$ cat src/rtl/daq_scan_apb.sv
// APB data-acquisition peripheral: scans the selected sensor channels with a settle delay,
// then queues channel-tagged samples in a result FIFO that firmware drains over APB.
module daq_scan_apb #(
    parameter int unsigned N_CH       = 8,
    parameter int unsigned DW         = 16,
    parameter int unsigned FIFO_DEPTH = 8
) (
    input  logic                    PCLK,
    input  logic                    PRESETn,
    input  logic                    PSEL,
    input  logic                    PENABLE,
    input  logic                    PWRITE,
    input  logic [7:0]              PADDR,
    input  logic [31:0]             PWDATA,
    input  logic [3:0]              PSTRB,
    input  logic [N_CH-1:0][DW-1:0] SensorReadings,
    output logic [31:0]             PRDATA,
    output logic                    PREADY,
    output logic                    PSLVERR,
    output logic                    IRQ
);

    localparam int unsigned CHW = $clog2(N_CH);
    localparam int unsigned AW  = $clog2(FIFO_DEPTH);
    localparam int unsigned LW  = AW + 1;
    localparam int unsigned EW  = CHW + DW;

    localparam logic [7:0] AddrCtrl   = 8'h00;
    localparam logic [7:0] AddrChmask = 8'h04;
    localparam logic [7:0] AddrStatus = 8'h08;
    localparam logic [7:0] AddrClear  = 8'h0C;
    localparam logic [7:0] AddrResult = 8'h10;
    localparam logic [7:0] AddrIrqEn  = 8'h14;

    typedef enum logic [1:0] {StIdle, StSettle, StCapture} state_e;

    state_e              state_q, state_d;
    logic [7:0]          cnt_q, cnt_d;
    logic [CHW-1:0]      ch_q, ch_d;
    logic [N_CH-1:0]     mask_q, mask_d;
    logic                cont_q, cont_d;
    logic [7:0]          settle_q, settle_d;
    logic [N_CH-1:0]     chmask_q, chmask_d;
    logic [2:0]          irq_en_q, irq_en_d;
    logic                done_q, done_d;
    logic                ovf_q, ovf_d;
    logic [AW-1:0]       wptr_q, wptr_d;
    logic [AW-1:0]       rptr_q, rptr_d;
    logic [LW-1:0]       count_q, count_d;
    logic [EW-1:0]       mem_q [FIFO_DEPTH];

    logic access, err, wr_ok, rd_ok;
    logic sel_ctrl, sel_chmask, sel_status, sel_clear, sel_result, sel_irq_en, hit;
    logic start_req, stop_req, clr_done, clr_ovf;
    logic full, empty, push_req, push, pop, done_set;
    logic nxt_found;
    logic [CHW-1:0] nxt_ch, first_ch;
    logic [EW-1:0] head;
    logic [31:0] rdata;

    // ---------------------------------------------------------------- APB decode
    assign access     = PSEL & PENABLE;
    assign sel_ctrl   = (PADDR == AddrCtrl);
    assign sel_chmask = (PADDR == AddrChmask);
    assign sel_status = (PADDR == AddrStatus);
    assign sel_clear  = (PADDR == AddrClear);
    assign sel_result = (PADDR == AddrResult);
    assign sel_irq_en = (PADDR == AddrIrqEn);
    assign hit = sel_ctrl | sel_chmask | sel_status | sel_clear | sel_result | sel_irq_en;

    assign err = access & (~hit | (PWRITE & (sel_status | sel_result)) | (~PWRITE & sel_clear));
    assign wr_ok = access & PWRITE & ~err;
    assign rd_ok = access & ~PWRITE & ~err;

    assign start_req = wr_ok & sel_ctrl & PSTRB[0] & PWDATA[0];
    assign stop_req  = wr_ok & sel_ctrl & PSTRB[0] & PWDATA[2];
    assign clr_done  = wr_ok & sel_clear & PSTRB[0] & PWDATA[1];
    assign clr_ovf   = wr_ok & sel_clear & PSTRB[0] & PWDATA[2];

    assign PREADY  = access;
    assign PSLVERR = err;

    always_comb begin
        cont_d   = cont_q;
        settle_d = settle_q;
        chmask_d = chmask_q;
        irq_en_d = irq_en_q;
        if (wr_ok && sel_ctrl) begin
            if (PSTRB[0]) cont_d = PWDATA[1];
            if (PSTRB[1]) settle_d = PWDATA[15:8];
        end
        if (wr_ok && sel_chmask) begin
            for (int i = 0; i < N_CH; i++) begin
                if (PSTRB[i/8]) chmask_d[i] = PWDATA[i];
            end
        end
        if (wr_ok && sel_irq_en && PSTRB[0]) irq_en_d = PWDATA[2:0];
    end

    // ---------------------------------------------------------------- channel search
    always_comb begin
        first_ch = '0;
        for (int i = N_CH - 1; i >= 0; i--) begin
            if (chmask_q[i]) first_ch = CHW'(i);
        end
    end

    always_comb begin
        nxt_found = 1'b0;
        nxt_ch    = '0;
        for (int i = N_CH - 1; i >= 0; i--) begin
            if (mask_q[i] && (i > int'(ch_q))) begin
                nxt_found = 1'b1;
                nxt_ch    = CHW'(i);
            end
        end
    end

    // ---------------------------------------------------------------- scan FSM
    // The channel load takes the SETTLE value including any write landing this same cycle.
    always_comb begin
        state_d  = state_q;
        cnt_d    = cnt_q;
        ch_d     = ch_q;
        mask_d   = mask_q;
        done_set = 1'b0;
        case (state_q)
            StIdle: begin
                if (start_req && (chmask_q != '0)) begin
                    state_d = StSettle;
                    mask_d  = chmask_q;
                    ch_d    = first_ch;
                    cnt_d   = settle_d;
                end
            end
            StSettle: begin
                if (cnt_q == 8'd0) state_d = StCapture;
                else cnt_d = cnt_q - 8'd1;
            end
            StCapture: begin
                if (nxt_found) begin
                    state_d = StSettle;
                    ch_d    = nxt_ch;
                    cnt_d   = settle_d;
                end else begin
                    done_set = 1'b1;
                    if (cont_q && (chmask_q != '0)) begin
                        state_d = StSettle;
                        mask_d  = chmask_q;
                        ch_d    = first_ch;
                        cnt_d   = settle_d;
                    end else begin
                        state_d = StIdle;
                    end
                end
            end
            default: state_d = StIdle;
        endcase
        // A capture already in flight still pushes, but a stopped pass never reports done.
        if (stop_req) begin
            state_d  = StIdle;
            done_set = 1'b0;
        end
    end

    // ---------------------------------------------------------------- result FIFO
    assign full     = (count_q == LW'(FIFO_DEPTH));
    assign empty    = (count_q == '0);
    assign pop      = rd_ok & sel_result & ~empty;
    assign push_req = (state_q == StCapture);
    assign push     = push_req & (~full | pop);
    assign head     = mem_q[rptr_q];

    always_comb begin
        wptr_d  = push ? wptr_q + AW'(1) : wptr_q;
        rptr_d  = pop ? rptr_q + AW'(1) : rptr_q;
        count_d = count_q + LW'(push) - LW'(pop);
        done_d  = done_set | (done_q & ~clr_done);
        ovf_d   = (push_req & full & ~pop) | (ovf_q & ~clr_ovf);
    end

    always_ff @(posedge PCLK) begin
        if (push) mem_q[wptr_q] <= {ch_q, SensorReadings[ch_q]};
    end

    // ---------------------------------------------------------------- state registers
    always_ff @(posedge PCLK or negedge PRESETn) begin
        if (!PRESETn) begin
            state_q  <= StIdle;
            cnt_q    <= '0;
            ch_q     <= '0;
            mask_q   <= '0;
            cont_q   <= 1'b0;
            settle_q <= '0;
            chmask_q <= '0;
            irq_en_q <= '0;
            done_q   <= 1'b0;
            ovf_q    <= 1'b0;
            wptr_q   <= '0;
            rptr_q   <= '0;
            count_q  <= '0;
        end else begin
            state_q  <= state_d;
            cnt_q    <= cnt_d;
            ch_q     <= ch_d;
            mask_q   <= mask_d;
            cont_q   <= cont_d;
            settle_q <= settle_d;
            chmask_q <= chmask_d;
            irq_en_q <= irq_en_d;
            done_q   <= done_d;
            ovf_q    <= ovf_d;
            wptr_q   <= wptr_d;
            rptr_q   <= rptr_d;
            count_q  <= count_d;
        end
    end

    // ---------------------------------------------------------------- read mux and IRQ
    always_comb begin
        rdata = '0;
        case (PADDR)
            AddrCtrl: begin
                rdata[1]    = cont_q;
                rdata[15:8] = settle_q;
            end
            AddrChmask: rdata[N_CH-1:0] = chmask_q;
            AddrStatus: begin
                rdata[0]    = (state_q != StIdle);
                rdata[1]    = done_q;
                rdata[2]    = ovf_q;
                rdata[3]    = empty;
                rdata[4]    = full;
                rdata[14:8] = 7'(count_q);
            end
            AddrResult: begin
                if (!empty) begin
                    rdata[31]     = 1'b1;
                    rdata[27:24]  = 4'(head[EW-1:DW]);
                    rdata[DW-1:0] = head[DW-1:0];
                end
            end
            AddrIrqEn: rdata[2:0] = irq_en_q;
            default: ;
        endcase
    end

    assign PRDATA = rd_ok ? rdata : 32'h0;
    assign IRQ = (irq_en_q[0] & done_q) | (irq_en_q[1] & ovf_q) | (irq_en_q[2] & ~empty);

    logic unused_ok;
    assign unused_ok = ^{PWDATA[31:16], PSTRB[3:2]};

endmodule
$ cat config.mk
export PLATFORM = sky130hd
export DESIGN_NAME = daq_scan_apb
export DESIGN_NICKNAME = d
export VERILOG_FILES = /design/src/rtl/daq_scan_apb.sv
export SDC_FILE = /design/constraint.sdc
export NUM_CORES = 1
export LEC_CHECK = 0
export ABC_AREA = 1
export CAP_MARGIN = 30
export CORE_MARGIN = 5
export CORE_UTILIZATION = 45
export CTS_CLUSTER_DIAMETER = 120
export DETAILED_ROUTE_END_ITERATION = 10
export PLACE_DENSITY = 0.76
export SYNTH_ARGS = -nofsm -noshare
export SYNTH_HDL_FRONTEND = slang
export SYNTH_SLANG_ARGS = --single-unit
export TNS_END_PERCENT = 20
$ cat constraint.sdc
create_clock -name PCLK -period 6.75 [get_ports PCLK]
set_input_delay 1.35 -clock PCLK [delete_from_list [all_inputs] [get_ports PCLK]]
set_output_delay 1.35 -clock PCLK [all_outputs]
set_load 0.005 [all_outputs]
==> impl_metrics.toml <==
[critical_path]
cpMaxStageDelayCell = "clkdlybuf4s50_1"
required_ns = 5.40
critPathCaptureType = "output pin"
cp_cell_sequence = "clkdlybuf4s50_1 > nor2_1 > nand2_1 > nor2_4 > nor2_1 > nand3_4 > nand2_4 > inv_4 > o21ai_0 > a31oi_1 > clkdlybuf4s50_1"
cpLargestDelayFamily = "buffers and inverters"
crit_type = "in2out"
critPathArrivalTime_ns = 4.13
crit_fanout = 15
cp_slowest_stage_delay_ns = 0.56
start_kind = "input port"
cp_num_buf_inv = 3

[routing]
first_pass_iters = 5
drc = 0
wl_mm = 29.2
wl_per_cell_um = 18.7
vias_per_cell = 5.67
ant_nets = 0
dr_total_vias = 8851
drtIter0Drc = 801

[sta]
min_period_ns = 5.48
tns_ns = 0
hold_viol_final = 0
max_freq_mhz = 182
worstMarginPinSlew_ns = 1.05
rsz0062_at_grt = "false"
relSlewSlack = 0.299
clock_skew_ns = 0.0101
setup_viol = 0
finalCritPeriodShare = 0.812
final_max_slew_viol_count = 0

[grt]
grt_max_degree = 78
grt-ovfl-total = 0
antenna_found_initial = 0
first_global_vias = 8702
grt_usage = 0.219
grt_pass1_wl_mm = 45.4

[floorplan]
rows = 55
ios = 212
dieArea_mm2 = 0.0259
die_width_um = 161
initial_core_util = 0.455
core_mm2 = 0.0226
die_height_um = 161

[placement]
io_buffers = 181
hpwl_mm = 19.5
place_congestion = 0.876

[clock_tree]
cts_max_level = 1
clockBufferDepth = 3
clkTransAtPathRegs_ns = 0.06
cts.repair.resized = 0
cts_sinks = 204
holdBufCountCts = 0
cts_buffers = 22
postCtsSetupBuffers = 0
clock_tree.root_cell = "clkbuf_16"
insertion_delay_ns = 0.51
tritoncts = "done"

[outcome]
status = "complete, no violations"

[yosys]
synth.distinct_cells = 47
syn_inst = 1092
yosysSeqAreaShare = 0.571
synth-edff-count = 152
yosysWarningCount = 0
ys_seq_elements = 204
syn-mean-instance-area_um2 = 9.40
synth_area_mm2 = 0.0103
synth_top_flop_cell = "edfxtp_1"
async_flop_share = 0.255

[cells_and_area]
layout-drive-gt1-share = 0.0854
diodes = 0
multi_input_area_mm2 = 0.00388
nets = 1448
seq_area_mm2 = 0.00587
area_growth_pct = 28.1
fill_cells = 1878

[flow_run]
cap_viol_max_count = 0

[pwr]
cellPowerDensity_mw_per_mm2 = 319
vdd_drop_max_mv = 0.172
finalPower_mw = 4.19
leakage_nw = 5.04

[hold_path]
hp-class = "reg2reg"
[cell usage after synthesis, types with 6 or more instances]
library cell / n / area share
dfrtp_1: 52 / 0.13
clkbuf_1: 46 / 0.017
nand3_1: 56 / 0.027
edfxtp_1: 152 / 0.44
nand2_1: 192 / 0.070
o21ai_0: 165 / 0.080
o221ai_1: 41 / 0.035
o211ai_1: 8 / 0.0059
nor2_4: 6 / 0.0066
inv_1: 60 / 0.022
nand2_2: 14 / 0.0085
nor2_2: 10 / 0.0061
buf_4: 12 / 0.0088
a21oi_1: 19 / 0.0093
ha_1: 9 / 0.011
nor2_1: 170 / 0.062
o22ai_1: 24 / 0.015
a31oi_1: 7 / 0.0043
[through the flow]
| stage | cells | cell area [µm²] | hold slack [ns] | utilization | worst slack (ns) |
|---|---|---|---|---|---|
| 6_report | 1562 | 13100 | 0.472 | 0.582 | 1.27 |
| 5_1_grt | 1562 | 13100 | 0.495 | 0.582 | 1.10 |
| 4_1_cts | 1562 | 13100 | 0.473 | 0.582 | 1.31 |
| 3_5_place_dp | 1522 | 12300 | 0.459 | 0.545 | 1.32 |
| 3_3_place_gp | 1522 | 12300 | 0.450 | 0.545 | 1.36 |
| 2_1_floorplan | 1103 | 10300 | 0.436 | - | 2.89 |
[layout by cell type, fill, tap and decap left out, drive strengths merged, types with 8 or more instances in the layout]
| cell type | Yosys | final |
|---|---|---|
| nand2 | 211 | 211 |
| nor2 | 187 | 187 |
| clkdlybuf4s50 | 0 | 180 |
| o21ai | 166 | 166 |
| edfxtp | 152 | 152 |
| inv | 65 | 64 |
| nand3 | 58 | 58 |
| dfrtp | 52 | 52 |
| o221ai | 41 | 41 |
| o22ai | 24 | 24 |
| clkbuf | 47 | 24 |
| a21oi | 19 | 19 |
| buf | 18 | 19 |
| conb | 1 | 12 |
| clkinv | 1 | 10 |
| ha | 9 | 9 |
| o211ai | 8 | 8 |
[worst reg2reg max path, stage by stage, from the launching register on]
cell and delay (ns):
dfrtp_2 0.34, buf_4 0.53, clkinv_1 0.75, o21ai_0 0.39, o21ai_0 0.17, nor2_1 0.16
nand2_1 0.10, nor2_1 0.12, o21ai_1 0.18, nand2_1 0.12, inv_1 0.07, nand2_4 0.16
inv_6 0.09, nand2_2 0.06, nand2_1 0.05
[per-layer routing]
layer | vias up | global-route usage | share of wire
li1 | 4156 | - | -
met1 | 4203 | 0.281 | 0.40
met2 | 437 | 0.366 | 0.47
met5 | - | 0 | 0
met4 | 0 | 0.0845 | 0.032
met3 | 55 | 0.0470 | 0.094
[registers in the layout (all words and copies together) (netlist names)]
signal / flops
settle_q: 8
ovf_q: 1
chmask_q: 8
cont_q: 1
state_q: 2
mem_q: 152
mask_q: 7
done_q: 1
cnt_q: 8
ch_q: 3
rptr_q: 3
count_q: 4
irq_en_q: 3
wptr_q: 3
[where the power goes]
| part | internal, mW | switching (mW) |
|---|---|---|
| sequential | 1.65 | 0.0786 |
| combinational | 0.361 | 0.727 |
| clock | 0.880 | 0.495 |
[area by class of cell]
class / instances / share of cell area
clock buffer: 24 / 0.0432
clock inverter: 16 / 0.0209
inverter: 66 / 0.0194
multi-input combinational: 768 / 0.295
sequential: 204 / 0.446
tap: 285 / 0.0271
timing repair buffer: 199 / 0.148
[kinds of logic after synthesis]
logic type | Yosys count | synth area share
and+or+nand+nor | 471 | 0.203
AOI/OAI and AO/OA | 270 | 0.154
DFF | 204 | 0.571
buffers and inverters | 131 | 0.0542
xor gates and xnor gates | 5 | 0.00427
other | 1 | 0.000365
adders and majority gates | 10 | 0.0129
[worst paths after layout]
path	depth (start not counted)	slack (ns)	end	start
worst min register to register	2	0.47	mask_q[4]	mask_q[4]
worst max-delay path	11	1.27	PRDATA[8]	PADDR[3]
min in group asynchronous	2	0.96	cnt_q[5]	PRESETn
max in group asynchronous	2	5.27	ch_q[0]	PRESETn
worst min-delay path	2	0.47	mask_q[4]	mask_q[4]
worst max register to register	14	3.35	cnt_q[0]	ch_q[0]
Power figures use the tool's default switching activity.
